## src/rtl/dot_accumulator.sv

```systemverilog
// Streaming dot-product accumulator: sums LEN unsigned products per frame,
// saturating on overflow, and presents each frame result on a valid/ready port.
module dot_accumulator #(
    parameter int LEN   = 8,
    parameter int ACC_W = 40
) (
    input  logic             clk,
    input  logic             rst,
    input  logic             in_valid,
    output logic             in_ready,
    input  logic [31:0]      in_prod,
    input  logic             flush,
    output logic             out_valid,
    input  logic             out_ready,
    output logic [ACC_W-1:0] out_sum,
    output logic             out_ovf
);

    localparam int CW = $clog2(LEN);

    typedef enum logic {
        ACCUM,
        HOLD
    } state_e;

    state_e           state_q, state_d;
    logic [ACC_W-1:0] acc_q, acc_d;
    logic [CW-1:0]    cnt_q, cnt_d;
    logic             ovf_q, ovf_d;
    logic [ACC_W-1:0] sum_q, sum_d;
    logic             sovf_q, sovf_d;

    logic             hs;
    logic             last;
    logic             close;
    logic [ACC_W:0]   add;
    logic [ACC_W-1:0] acc_nx;
    logic             ovf_nx;

    assign in_ready  = (state_q == ACCUM);
    assign out_valid = (state_q == HOLD);
    assign out_sum   = sum_q;
    assign out_ovf   = sovf_q;

    // Extra carry bit detects wrap so the sum can pin at all ones.
    assign add    = {1'b0, acc_q} + {1'b0, ACC_W'(in_prod)};
    assign acc_nx = add[ACC_W] ? {ACC_W{1'b1}} : add[ACC_W-1:0];
    assign ovf_nx = ovf_q | add[ACC_W];

    assign hs    = in_valid & in_ready;
    assign last  = (cnt_q == CW'(LEN - 1));
    assign close = (state_q == ACCUM)
                 & ((hs & last) | (flush & (hs | (cnt_q != '0))));

    always_comb begin
        state_d = state_q;
        acc_d   = acc_q;
        cnt_d   = cnt_q;
        ovf_d   = ovf_q;
        sum_d   = sum_q;
        sovf_d  = sovf_q;
        unique case (state_q)
            ACCUM: begin
                if (close) begin
                    sum_d   = hs ? acc_nx : acc_q;
                    sovf_d  = hs ? ovf_nx : ovf_q;
                    acc_d   = '0;
                    cnt_d   = '0;
                    ovf_d   = 1'b0;
                    state_d = HOLD;
                end else if (hs) begin
                    acc_d = acc_nx;
                    cnt_d = cnt_q + CW'(1);
                    ovf_d = ovf_nx;
                end
            end
            HOLD: begin
                if (out_ready) begin
                    state_d = ACCUM;
                end
            end
            default: state_d = ACCUM;
        endcase
    end

    always_ff @(posedge clk) begin
        if (rst) begin
            state_q <= ACCUM;
            acc_q   <= '0;
            cnt_q   <= '0;
            ovf_q   <= 1'b0;
            sum_q   <= '0;
            sovf_q  <= 1'b0;
        end else begin
            state_q <= state_d;
            acc_q   <= acc_d;
            cnt_q   <= cnt_d;
            ovf_q   <= ovf_d;
            sum_q   <= sum_d;
            sovf_q  <= sovf_d;
        end
    end

endmodule

```

## config.mk

```make
export PLATFORM = sky130hd
export DESIGN_NAME = dot_accumulator
export DESIGN_NICKNAME = d
export VERILOG_FILES = /design/src/rtl/dot_accumulator.sv
export SDC_FILE = /design/constraint.sdc
export NUM_CORES = 1
export LEC_CHECK = 0
export CORE_MARGIN = 2
export CORE_UTILIZATION = 40
export DETAILED_ROUTE_END_ITERATION = 10
export HOLD_SLACK_MARGIN = 0.05
export PLACE_DENSITY_LB_ADDON = 0.08
export SYNTH_ARGS = -nofsm -noshare
export SYNTH_HDL_FRONTEND = slang
export SYNTH_SLANG_ARGS = --single-unit
```

## constraint.sdc

```tcl
create_clock -name clk -period 3.5 [get_ports clk]
set_clock_uncertainty 0.15 [all_clocks]
set_input_delay 0.35 -clock clk [delete_from_list [all_inputs] [get_ports clk]]
set_output_delay 0.35 -clock clk [all_outputs]
set_load 0.01 [all_outputs]
```

After elaboration in Yosys (flattened, before gate mapping). Index checks and enable logic that the tools add are counted.

$add $sub $neg: 2. Equality and inequality tests: 1. Muxes and demuxes: 10. Bitwise operators: 8. Reductions and logical operators: 4.

Operators by type and width (number): two-way mux 40 bit (3); adder 40 x 32 -> 41 bit (1); two-way mux 3 bit (2); bitwise AND 1 bit (4); two-way mux 1 bit (4); AND reduction 2 bit (2); adder 3 x 1 -> 3 bit, second input constant (1); == test 3 bit, second input constant (1); bitwise OR 1 bit (3); nonzero test 3 bit (1); one-hot mux 1 bit (2 select lines) (1); nonzero test 2 bit (1); inverter 1 bit (1).

Register bits after elaboration: 86. Bits of input ports: 37. Output and inout port bits: 43. Logic and storage cells: 31.

Longest topological paths before layout. Gate-level depths: netlist (run 1).

Word-level depth: 8. Mapped depth: 12.

Worst setup path after synthesis (run 1). OpenSTA, ideal clock, no wires.

Kind: input -> register. Start point: input in_prod[0]. End point: register sum_q[20] (netlist: out_sum[20]). Library setup time: 70 ps. Arrival: 2734 ps. Slack: 545 ps. Stages: 11. Path buffers: 0. Cells stage by stage: ha_1 -> fa_1 -> a21o_1 -> a31o_1 -> a221oi_2 -> o21ai_0 -> a21boi_1 -> xnor2_1 -> nor2_1 -> or3_1 -> a21oi_1.

Cells in the longest elaborated chain, start to end: 3.

RTL lines: start, declared (line 11) `input logic [31:0] in_prod,`; adder 40 x 32 -> 41 bit (line 46) `assign add = {1'b0, acc_q} + {1'b0, ACC_W'(in_prod)};`; two-way mux 40 bit (line 47) `assign acc_nx = add[ACC_W] ? {ACC_W{1'b1}} : add[ACC_W-1:0];`; two-way mux 40 bit; end signal, assigned (line 99) `sum_q <= sum_d;`; end, declared (line 30) `logic [ACC_W-1:0] sum_q, sum_d;`.

Every way passes these cells. A chain may end at the register's enable or synchronous reset.

Final worst setup path (run 1).
Start point: input in_prod[0]. End point: register sum_q[30] (netlist: out_sum[30]).

The elaborated chain is that of the path after synthesis.

==> impl_summary.txt, run 1 <==
----------------------------------------------------
[Setup path]
  Worst Path Class, Setup ... input pin to flop
  Slowest stage cell on the critical path ... sky130_fd_sc_hd__a221oi_2
  Delay of the slowest cell on the worst path ... 0.42 ns
  Critical path required time ... approximately 3.6 ns
  Data arrival time of the critical path ... approximately 3.3 ns
  Capturing element type of the critical path ... flop
  Critical Path Start Type ... input pin
  Biggest fanout along the worst timing path ... 3
  CP Buf/Inv Count ... 1
  Cells along the critical path ... clkdlybuf4s50_1 -> ha_1 -> fa_1 -> a21o_1 -> a31o_1 -> a221oi_2 -> o21ai_2 -> a211oi_2 -> o21ai_0 -> xor2_1 -> nor2_1 -> o41ai_1
  Cell family with the largest share of critical-path delay ... compound AO/OA/AOI/OAI gates

[Synth]
  Post-Syn Instances ... between 700 and 800
  Number of unique standard cell types used by synthesis ... 65
  Area of the mapped netlist ... around 5500 um^2
  Portion of synthesized cell area occupied by the leading cell type ... 0.311
  Warning count from the yosys run ... 0
  Post-synth top area cell ... sky130_fd_sc_hd__dfxtp_1
  Post-synthesis register bit count ... between 80 and 90
  Mapped Avg Cell Area ... ~8 um^2
  Share of synthesized area occupied by flip-flops and latches ... 0.311
  Top cells by area, synth ... sky130_fd_sc_hd__dfxtp_1 (31%), sky130_fd_sc_hd__ha_1 (7.9%), sky130_fd_sc_hd__nor2_1 (6.6%)
  Commonest register cell after synthesis ... sky130_fd_sc_hd__dfxtp_1
  Number of enable flip-flop cells after synthesis ... 0
  Number of nets produced by synthesis ... 785
  FFs w/ async S/R, synth ... 0

[Floorplanning]
  Die Y-Extent ... between 100 and 150 um
  Area of the die ... about 15000 um^2
  IO Pins ... 80
  Number of cell rows ... 43
  Die Width ... around 120 um
  Core Region ... 13700 um^2
  Initial standard-cell utilization of the core ... 0.404

[Status]
  Run status ... finished clean

[Global routing]
  Number of antenna violations at the first check in global routing ... 0
  Vias in the first global route ... ~5200
  Total congestion overflow ... 0
  Largest net degree at the start of global routing ... 36
  Total routing resource utilization after global routing ... 0.230
  Global-route wire length before repair ... between 20000 and 30000 um

[STA]
  Ratio of final minimum period to clock period ... 0.925
  Max-slew headroom ... 0.498
  Final Max Tran Viols ... 0
  Final Hold Violating Endpoints ... 0
  Max Freq ... 0.309 GHz
  Final min period ... around 3.2 ns
  Smallest hold slack ... slightly above 0.3 ns
  Setup violations, final ... 0
  Final worst slack ... about 0.26 ns
  Unrepaired setup endpoints after global routing ... no
  Transition time of the tightest slew-check pin ... between 0.7 and 0.8 ns

[Hold path]
  Path type of the worst min-delay path ... flop to flop

[Route]
  Detailed-route via count ... 5511
  Final routed wirelength across all metal layers ... 16500 um
  Residual DRC ... 0
  Antenna Nets Post-Route ... 0
  DRT iter0 DRCs ... 313
  Number of iterations in the first detailed-routing pass ... 5
  Ratio of routed vias to standard cells ... ~5.6
  WL/cell ... about 17 um

[Power]
  Worst VDD drop ... ~0.22 mV
  Total chip power ... ~0.0031 W
  Leakage power figure ... approximately 2.8 nW
  Power density over cell area ... 444 nW/um^2

[Job]
  Max-cap check violation count ... 0

[CTS]
  Number of buffers created by CTS ... 9
  Clock tree root driver cell ... sky130_fd_sc_hd__clkbuf_16
  Number of hold-repair buffers added at the cts stage ... 0
  Clock tree from TritonCTS ... built
  Clk sinks ... between 80 and 90
  Deepest clock path buffer count ... 2
  Clk Latency, worst-skew pair ... 0.36 ns
  Clock-pin slew on the worst setup and hold paths ... ~0.060 ns
  Total of cells resized after clock tree synthesis ... 0
  Htree depth ... 3
  Buffers inserted by post-CTS timing repair ... 0

[Placement]
  Detailed Place HPWL ... between 10000 and 15000 um
  Count of input and output buffers ... 79
  Place WS ... -0.0886 ns
  GPL Wtd Cong ... 0.991

[Layout]
  Share of the core filled with cells ... 0.506
  Share of cells above drive strength 1 ... 0.100
  Antenna diode count ... 0
  Count of fill cells added during filler insertion ... about 1300
  Leading cell types in the layout, fill and taps excluded ... sky130_fd_sc_hd__nor2_1 (97), sky130_fd_sc_hd__dfxtp_1 (86), sky130_fd_sc_hd__nand2_1 (83)
  Area delta synth->final ... 25.3%
  Net total in the final layout ... a little under 900
  Most common cell after layout, fill and taps aside ... sky130_fd_sc_hd__nor2_1

----------------------------------------------------
## cell type report
class                   count  area, um^2  area share
multi-input cells         570        3590       0.517
inverters                  13        48.8     0.00703
flip-flops and latches     86        1720       0.248
clock inverters             3        17.5     0.00252
repair buffers            115        1070       0.154
well taps                 180         225      0.0324
clock buffers              13         270      0.0389
## power by group
part | leakage (nW) | total [W] | internal [W] | switching [W]
clock | 0.142 | 0.000942 | 0.000537 | 0.000405
combinational | 1.94 | 0.00101 | 0.000442 | 0.000572
sequential | 0.700 | 0.00112 | 0.00106 | 0.0000616
total | 2.79 | 0.00308 | 0.00204 | 0.00104
## tightest hold or removal path, stage by stage (launching register included)
cell	delay (ns)
sky130_fd_sc_hd__dfxtp_1	0.30
sky130_fd_sc_hd__nand2_1	0.05
sky130_fd_sc_hd__a21oi_1	0.05
## final timing paths
check	from	slack (ns)	endpoint	cells past startpoint
max reg2reg	acc_q[0]$_SDFFE_PP0N_	0.34	out_sum[30]$_SDFFE_PP0P_	11
max	in_prod[0]	0.26	out_sum[30]$_SDFFE_PP0P_	12
min	out_sum[22]$_SDFFE_PP0P_	0.30	out_sum[22]$_SDFFE_PP0P_	2
min reg2reg	out_sum[22]$_SDFFE_PP0P_	0.30	out_sum[22]$_SDFFE_PP0P_	2
## Yosys cell counts, types with 3 or more instances
library cell                number
sky130_fd_sc_hd__nor2_1         97
sky130_fd_sc_hd__dfxtp_1        86
sky130_fd_sc_hd__nand2_1        83
sky130_fd_sc_hd__a21oi_1        68
sky130_fd_sc_hd__o21ai_0        68
sky130_fd_sc_hd__ha_1           35
sky130_fd_sc_hd__clkbuf_1       30
sky130_fd_sc_hd__xnor2_1        18
sky130_fd_sc_hd__xor2_1         15
sky130_fd_sc_hd__a21o_1         14
sky130_fd_sc_hd__inv_1          13
sky130_fd_sc_hd__a2bb2oi_1      12
sky130_fd_sc_hd__and3_1         12
sky130_fd_sc_hd__nand3_1        10
sky130_fd_sc_hd__a211oi_1        9
sky130_fd_sc_hd__a211oi_2        9
sky130_fd_sc_hd__o21a_1          9
sky130_fd_sc_hd__a31oi_1         7
sky130_fd_sc_hd__buf_2           7
sky130_fd_sc_hd__nand2b_1        7
sky130_fd_sc_hd__o211ai_1        7
sky130_fd_sc_hd__o221ai_1        7
sky130_fd_sc_hd__nand4_1         6
sky130_fd_sc_hd__nor3_1          6
sky130_fd_sc_hd__o2bb2ai_1       6
sky130_fd_sc_hd__or3_1           6
sky130_fd_sc_hd__buf_4           4
sky130_fd_sc_hd__nor2b_1         4
sky130_fd_sc_hd__o31ai_1         4
sky130_fd_sc_hd__o41ai_1         4
sky130_fd_sc_hd__a31o_2          3
sky130_fd_sc_hd__and2_1          3
sky130_fd_sc_hd__nand3b_1        3
## layer usage
metal	GRT usage	up-vias	wire, um
li1	-	2732	-
met1	0.314	2617	7730
met2	0.373	141	7590
met3	0.0309	21	863
met4	0.0812	0	316
met5	0	-	0
## per-stage QoR
| stage | TNS, ns | instance area, um^2 | std cells |
|---|---|---|---|
| after floorplan | 0 | 5540 | 712 |
| after global placement | -0.0525 | 6650 | 964 |
| after detailed placement | -0.220 | 6650 | 964 |
| after CTS | 0 | 6940 | 980 |
| after global routing | 0 | 6940 | 980 |
| final | 0 | 6940 | 980 |
## kinds of logic (layout without fill, tap and decap cells)
kind of cell,after synthesis,count (layout),share of synthesized area
AOI/OAI and AO/OA,254,254,0.310
xor gates and xnor gates,33,33,0.0522
adders and majority gates,36,36,0.0826
buffers and inverters,56,144,0.0436
DFF,86,86,0.311
and+or+nand+nor,247,247,0.201
## registers in the layout, summed over array words and instances (netlist names)
register	flops
out_ovf	1
out_valid	1
ovf_q	1
cnt_q	3
out_sum	40
acc_q	40
Power figures use the tool's default switching activity.
==> run 2, diff against run 1 <==
--- a/config.mk
+++ b/config.mk
@@ -5,7 +5,6 @@
 export SDC_FILE = /design/constraint.sdc
 export NUM_CORES = 1
 export LEC_CHECK = 0
-export CORE_MARGIN = 2
 export CORE_UTILIZATION = 40
 export DETAILED_ROUTE_END_ITERATION = 10
 export HOLD_SLACK_MARGIN = 0.05
==> run 2 against run 1 <==
  * Flip-flop and latch count is the same
  * Total power rose by 1.6%
  * Die area down 3.3%
  * Critical path type unchanged
  * Sequential share of layout area up 0.099 points
==> impl_summary.txt, run 2 (same netlist as run 1, synthesis figures left out) <==
----------------------------------------------------
[Global routing]
  Met2 capacity usage during global routing ... 0.387 (was 0.373)
  Vias in the first global route ... 5281 (was 5238)
  Largest net degree at the start of global routing ... 33 (was 36)
  Met1 track utilization from global routing ... 0.318 (was 0.314)
  Total congestion overflow ... 0 (unchanged)
  Most crowded layer after global routing ... met2 (unchanged)
  Global-route track usage on met3 ... 0.0318 (was 0.0309)
  Global-route wire length before repair ... 26900 um (was 26800 um)
  Total routing resource utilization after global routing ... 0.239 (was 0.230)
  Number of antenna violations at the first check in global routing ... 0 (unchanged)

[Layout]
  Share of cells above drive strength 1 ... 0.0931 (was 0.100)
  Area occupied by multi-input gates ... 3590 um^2 (unchanged)
  Antenna diode count ... 0 (unchanged)
  Leading cell types in the layout, fill and taps excluded ... sky130_fd_sc_hd__nor2_1 (97), sky130_fd_sc_hd__dfxtp_1 (86), sky130_fd_sc_hd__nand2_1 (83) (unchanged)
  Most common cell after layout, fill and taps aside ... sky130_fd_sc_hd__nor2_1 (unchanged)
  Sequential cell area in the final layout ... 1720 um^2 (unchanged)
  Count of fill cells added during filler insertion ... 1287 (was 1340)
  Net total in the final layout ... 863 (was 868)
  Area delta synth->final ... 24.8% (was 25.3%)

[Setup path]
  Worst Path Class, Setup ... input pin to flop (unchanged)
  Critical Path Start Type ... input pin (unchanged)
  Biggest fanout along the worst timing path ... 3 (unchanged)
  Critical path required time ... 3.59 ns (was 3.61 ns)
  Slowest stage cell on the critical path ... sky130_fd_sc_hd__a221oi_2 (unchanged)
  Capturing element type of the critical path ... flop (unchanged)
  Delay of the slowest cell on the worst path ... 0.42 ns (about the same)
  Cells along the critical path ... clkdlybuf4s50_1 -> ha_1 -> fa_1 -> a21o_1 -> a31o_1 -> a221oi_2 -> o21ai_2 -> a211oi_2 -> o21ai_0 -> xor2_1 -> nor2_1 -> o41ai_1 (unchanged)
  Data arrival time of the critical path ... 3.37 ns (was 3.34 ns)

[CTS]
  Number of buffers created by CTS ... 9 (unchanged)
  Total of cells resized after clock tree synthesis ... 0 (unchanged)
  Number of hold-repair buffers added at the cts stage ... 0 (unchanged)
  Deepest clock path buffer count ... 2 (unchanged)
  Clock tree from TritonCTS ... built (unchanged)
  Buffers inserted by post-CTS timing repair ... 0 (unchanged)
  Clk Latency, worst-skew pair ... 0.35 ns (was 0.36 ns)
  Htree depth ... 3 (unchanged)
  Clk sinks ... 86 (unchanged)
  Clock-pin slew on the worst setup and hold paths ... 0.06 ns (about the same)
  Clock tree root driver cell ... sky130_fd_sc_hd__clkbuf_16 (unchanged)

[STA]
  Unrepaired setup endpoints after global routing ... no (unchanged)
  Max-slew headroom ... 0.523 (was 0.498)
  Setup violations, final ... 0 (unchanged)
  Final Hold Violating Endpoints ... 0 (unchanged)
  Final min period ... 3.28 ns (was 3.24 ns)
  Final Max Tran Viols ... 0 (unchanged)
  Transition time of the tightest slew-check pin ... 0.716 ns (was 0.754 ns)
  Max Freq ... 0.305 GHz (was 0.309 GHz)
  Setup TNS Final ... 0 ns (unchanged)
  Ratio of final minimum period to clock period ... 0.936 (was 0.925)
  Smallest hold slack ... 0.303 ns (was 0.302 ns)

[Route]
  Number of iterations in the first detailed-routing pass ... 4 (was 5)
  Ratio of routed vias to standard cells ... 5.68 (was 5.62)
  WL/cell ... 17.2 um (was 16.8 um)
  Detailed-route via count ... 5518 (was 5511)
  Antenna Nets Post-Route ... 0 (unchanged)
  Final routed wirelength across all metal layers ... 16700 um (was 16500 um)
  Residual DRC ... 0 (unchanged)
  DRT iter0 DRCs ... 335 (was 313)

[Floorplanning]
  Area of the die ... 14300 um^2 (was 14800 um^2)
  Die Y-Extent ... 120 um (was 122 um)
  Number of cell rows ... 42 (was 43)
  Die Width ... 120 um (was 122 um)
  Core Region ... 13400 um^2 (was 13700 um^2)
  Initial standard-cell utilization of the core ... 0.414 (was 0.404)
  IO Pins ... 80 (unchanged)

[Hold path]
  Path type of the worst min-delay path ... flop to flop (unchanged)

[Power]
  Worst VDD drop ... 0.188 mV (was 0.218 mV)
  Leakage power figure ... 2.77 nW (was 2.79 nW)
  Total chip power ... 0.00313 W (was 0.00308 W)
  Power density over cell area ... 452 nW/um^2 (was 444 nW/um^2)

[Placement]
  Detailed Place HPWL ... 12200 um (was 12100 um)
  Count of input and output buffers ... 79 (unchanged)
  GPL Wtd Cong ... 0.884 (was 0.991)

[Job]
  Max-cap check violation count ... 0 (unchanged)

[Status]
  Run status ... finished clean (unchanged)

----------------------------------------------------
-- run 2: cell types whose count changed in the layout (fill, tap and decap cells not counted), sizes merged --
cell    previous run  this run
buf               37        32
bufinv             0         1
clkinv             2         1
-- run 2: worst paths after layout --
path                             from                  endpoint  slack [ns]  cells after the start
max                        in_prod[0]  out_sum[30]$_SDFFE_PP0P_        0.22                     12
max reg2reg     acc_q[0]$_SDFFE_PP0N_  out_sum[30]$_SDFFE_PP0P_        0.31                     11
min reg2reg  out_sum[22]$_SDFFE_PP0P_  out_sum[22]$_SDFFE_PP0P_        0.30                      2
min          out_sum[22]$_SDFFE_PP0P_  out_sum[22]$_SDFFE_PP0P_        0.30                      2
-- run 2: power by group --
part / internal, W / switching, W
sequential: 0.00106 / 0.0000637
combinational: 0.000431 / 0.000574
clock: 0.000592 / 0.000407
-- run 2: through the flow --
| step | std cells | worst slack [ns] | area, um^2 | utilization |
|---|---|---|---|---|
| 2_1_floorplan | 712 | 0.545 | 5540 | - |
| 3_3_place_gp | 955 | -0.0634 | 6610 | 0.493 |
| 3_5_place_dp | 955 | -0.0954 | 6610 | 0.493 |
| 4_1_cts | 971 | 0.257 | 6910 | 0.516 |
| 5_1_grt | 971 | 0.0700 | 6910 | 0.516 |
| 6_report | 971 | 0.224 | 6910 | 0.516 |
-- run 2: layout make-up --
type / count / area share
clock buffer: 13 / 0.0376
sequential: 86 / 0.249
inverter: 13 / 0.00706
clock inverter: 3 / 0.00615
tap: 176 / 0.0318
timing repair buffer: 110 / 0.149
multi-input combinational: 570 / 0.519
-- run 2: per-layer routing --
metal / part of all wire / vias up
li1: - / 2726
met1: 0.48 / 2601
met2: 0.45 / 164
met3: 0.048 / 27
met4: 0.022 / 0
met5: 0 / -
-- run 2: worst max-delay path: cells and delay by family --
kind                     cells  cell delay [ns]
AO/OA/AOI/OAI                7             1.75
adder cells (fa/ha/maj)      2             0.63
buffers and inverters        1             0.41
XOR/XNOR                     1             0.15
AND/OR/NAND/NOR              1             0.07
==> run 3, diff against run 2 <==
--- a/config.mk
+++ b/config.mk
@@ -5,7 +5,9 @@
 export SDC_FILE = /design/constraint.sdc
 export NUM_CORES = 1
 export LEC_CHECK = 0
+export CORE_MARGIN = 2
 export CORE_UTILIZATION = 40
+export CTS_BUF_LIST = sky130_fd_sc_hd__clkbuf_8
 export DETAILED_ROUTE_END_ITERATION = 10
 export HOLD_SLACK_MARGIN = 0.05
 export PLACE_DENSITY_LB_ADDON = 0.08
==> run 3 against run 2 <==
  * Clock power is 31% lower
  * Design area is 1.1% lower
  * Clock-buffer cell count is 1 lower
  * Sequential power hardly changed
  * Fmax is 2.8% higher
  * Combinational power hardly changed
  * Total power is 9.7% lower
  * Sequential share of layout area is 0.27 points higher
  * Critical path depth stayed put
  * Via count is 0.42% higher
==> impl_summary.txt, run 3 (same netlist as run 1, synthesis figures left out) <==
----------------------------------------------------
[Status]
  Run status ... finished clean (unchanged)

[STA]
  Final Hold Violating Endpoints ... 0 (unchanged)
  Transition time of the tightest slew-check pin ... 0.763 ns (was 0.716 ns)
  Max-slew headroom ... 0.492 (was 0.523)
  Unrepaired setup endpoints after global routing ... no (unchanged)
  Final Max Tran Viols ... 0 (unchanged)
  Final min period ... 3.19 ns (was 3.28 ns)
  Ratio of final minimum period to clock period ... 0.910 (was 0.936)
  Max Freq ... 0.314 GHz (was 0.305 GHz)
  Setup violations, final ... 0 (unchanged)

[Power]
  Clock network power share ... 0.245 (was 0.319)
  Worst VDD drop ... 0.196 mV (was 0.188 mV)
  Fraction of power consumed by combinational cells ... 0.359 (was 0.321)
  Fraction of power consumed by sequential logic ... 0.397 (was 0.360)
  Power Internal ... 0.00181 W (was 0.00208 W)
  Proportion of total power due to net switching ... 0.358 (was 0.334)
  Total chip power ... 0.00283 W (was 0.00313 W)
  Switching Power ... 0.00101 W (was 0.00104 W)
  Leakage power figure ... 2.74 nW (was 2.77 nW)
  Power density over cell area ... 413 nW/um^2 (was 452 nW/um^2)

[CTS]
  Number of hold-repair buffers added at the cts stage ... 0 (unchanged)
  Number of buffers created by CTS ... 9 (unchanged)
  Clock-pin slew on the worst setup and hold paths ... 0.09 ns (was 0.06 ns)
  Clock tree root driver cell ... sky130_fd_sc_hd__clkbuf_8 (was sky130_fd_sc_hd__clkbuf_16)
  Clk sinks ... 86 (unchanged)
  Deepest clock path buffer count ... 2 (unchanged)
  Clk Latency, worst-skew pair ... 0.39 ns (was 0.35 ns)
  Clock tree from TritonCTS ... built (unchanged)
  Total of cells resized after clock tree synthesis ... 0 (unchanged)
  Htree depth ... 3 (unchanged)
  Buffers inserted by post-CTS timing repair ... 0 (unchanged)

[Layout]
  Share of cells above drive strength 1 ... 0.100 (was 0.0931)
  Most common cell after layout, fill and taps aside ... sky130_fd_sc_hd__nor2_1 (unchanged)
  Antenna diode count ... 0 (unchanged)
  Share of the core filled with cells ... 0.499 (was 0.516)
  Non-Filler Cell Area, Final ... 6840 um^2 (was 6910 um^2)
  Area delta synth->final ... 23.4% (was 24.8%)
  Leading cell types in the layout, fill and taps excluded ... sky130_fd_sc_hd__nor2_1 (97), sky130_fd_sc_hd__dfxtp_1 (86), sky130_fd_sc_hd__nand2_1 (83) (unchanged)
  Net total in the final layout ... 868 (was 863)
  Count of fill cells added during filler insertion ... 1356 (was 1287)

[Route]
  Number of iterations in the first detailed-routing pass ... 4 (unchanged)
  WL/cell ... 16.9 um (was 17.2 um)
  Residual DRC ... 0 (unchanged)
  Ratio of routed vias to standard cells ... 5.65 (was 5.68)
  DRT iter0 DRCs ... 266 (was 335)
  Antenna Nets Post-Route ... 0 (unchanged)
  Detailed-route via count ... 5541 (was 5518)
  Final routed wirelength across all metal layers ... 16500 um (was 16700 um)

[Setup path]
  Critical Path Start Type ... input pin (unchanged)
  Slowest stage cell on the critical path ... sky130_fd_sc_hd__clkdlybuf4s50_1 (was sky130_fd_sc_hd__a221oi_2)
  CP Buf/Inv Count ... 1 (unchanged)
  Delay of the slowest cell on the worst path ... 0.41 ns (was 0.42 ns)
  Critical path required time ... 3.64 ns (was 3.59 ns)
  Cells along the critical path ... clkdlybuf4s50_1 -> ha_1 -> fa_1 -> a21o_1 -> a31o_1 -> a221oi_2 -> o21ai_2 -> a211oi_2 -> o21ai_0 -> xor2_1 -> nor2_1 -> o41ai_1 (unchanged)
  Biggest fanout along the worst timing path ... 3 (unchanged)
  Worst Path Class, Setup ... input pin to flop (unchanged)
  Cell family with the largest share of critical-path delay ... compound AO/OA/AOI/OAI gates (unchanged)
  Capturing element type of the critical path ... flop (unchanged)
  Data arrival time of the critical path ... 3.33 ns (was 3.37 ns)

[Floorplanning]
  IO Pins ... 80 (unchanged)
  Number of cell rows ... 43 (was 42)
  Core Region ... 13700 um^2 (was 13400 um^2)
  Die Width ... 122 um (was 120 um)
  Die Y-Extent ... 122 um (was 120 um)
  Area of the die ... 14800 um^2 (was 14300 um^2)
  Initial standard-cell utilization of the core ... 0.404 (was 0.414)

[Global routing]
  Largest net degree at the start of global routing ... 36 (was 33)
  Total routing resource utilization after global routing ... 0.232 (was 0.239)
  Global-route wire length before repair ... 26800 um (was 26900 um)
  Total congestion overflow ... 0 (unchanged)
  Vias in the first global route ... 5238 (was 5281)
  Number of antenna violations at the first check in global routing ... 0 (unchanged)

[Placement]
  Detailed Place HPWL ... 12100 um (was 12200 um)
  Total cell area at the placement stage ... 6650 um^2 (was 6610 um^2)
  Count of input and output buffers ... 79 (unchanged)
  GPL Wtd Cong ... 0.991 (was 0.884)

[Hold path]
  Path type of the worst min-delay path ... flop to flop (unchanged)

[Job]
  Max-cap check violation count ... 0 (unchanged)

----------------------------------------------------
[run 3: tightest hold or removal path, stage by stage, from the launching register on]
cell and delay [ns]:
sky130_fd_sc_hd__dfxtp_1 0.31, sky130_fd_sc_hd__nand2_1 0.05, sky130_fd_sc_hd__a21oi_1 0.05
[run 3: per-layer routing]
metal | share of wire | wire [um] | track usage | vias up
met1 | 0.47 | 7770 | 0.315 | 2642
met3 | 0.051 | 845 | 0.0421 | 21
met4 | 0.017 | 277 | 0.0704 | 0
met5 | 0 | 0 | 0 | -
li1 | - | - | - | 2734
met2 | 0.46 | 7640 | 0.375 | 144
[run 3: path summary, 6_finish.rpt]
check / start / to / slack [ns] / depth (start not counted)
worst min-delay path: out_sum[22]$_SDFFE_PP0P_ / out_sum[22]$_SDFFE_PP0P_ / 0.31 / 2
worst max-delay path: in_prod[0] / out_sum[30]$_SDFFE_PP0P_ / 0.31 / 12
worst min register to register: out_sum[22]$_SDFFE_PP0P_ / out_sum[22]$_SDFFE_PP0P_ / 0.31 / 2
worst max register to register: acc_q[0]$_SDFFE_PP0N_ / out_sum[30]$_SDFFE_PP0P_ / 0.34 / 11
[run 3: area by class of cell]
type                            count  area (um^2)  share of cell area
Clock inverter                      4         21.3             0.00311
Multi-Input combinational cell    570         3590               0.525
Tap cell                          180          225              0.0329
Timing Repair Buffer              115         1070               0.156
Sequential cell                    86         1720               0.252
Inverter                           13         48.8             0.00713
Clock buffer                       12          165              0.0241
[run 3: per-stage QoR]
| step | worst slack (ns) | hold slack [ns] | instances | setup TNS [ns] |
|---|---|---|---|---|
| after floorplan | 0.545 | 0.286 | 712 | 0 |
| after global placement | -0.0482 | 0.292 | 964 | -0.0525 |
| after detailed placement | -0.0886 | 0.292 | 964 | -0.220 |
| after CTS | 0.345 | 0.309 | 980 | 0 |
| after global routing | 0.0744 | 0.333 | 980 | 0 |
| final | 0.313 | 0.306 | 980 | 0 |
[run 3: power by group through the flow]
stage	clock, W	combinational, W	sequential (W)
floorplan	0	0.000637	0.00115
global route	0.000755	0.00112	0.00113
global placement	0	0.000996	0.00114
detailed placement	0	0.00101	0.00114
CTS	0.000713	0.00101	0.00112
finish	0.000691	0.00101	0.00112
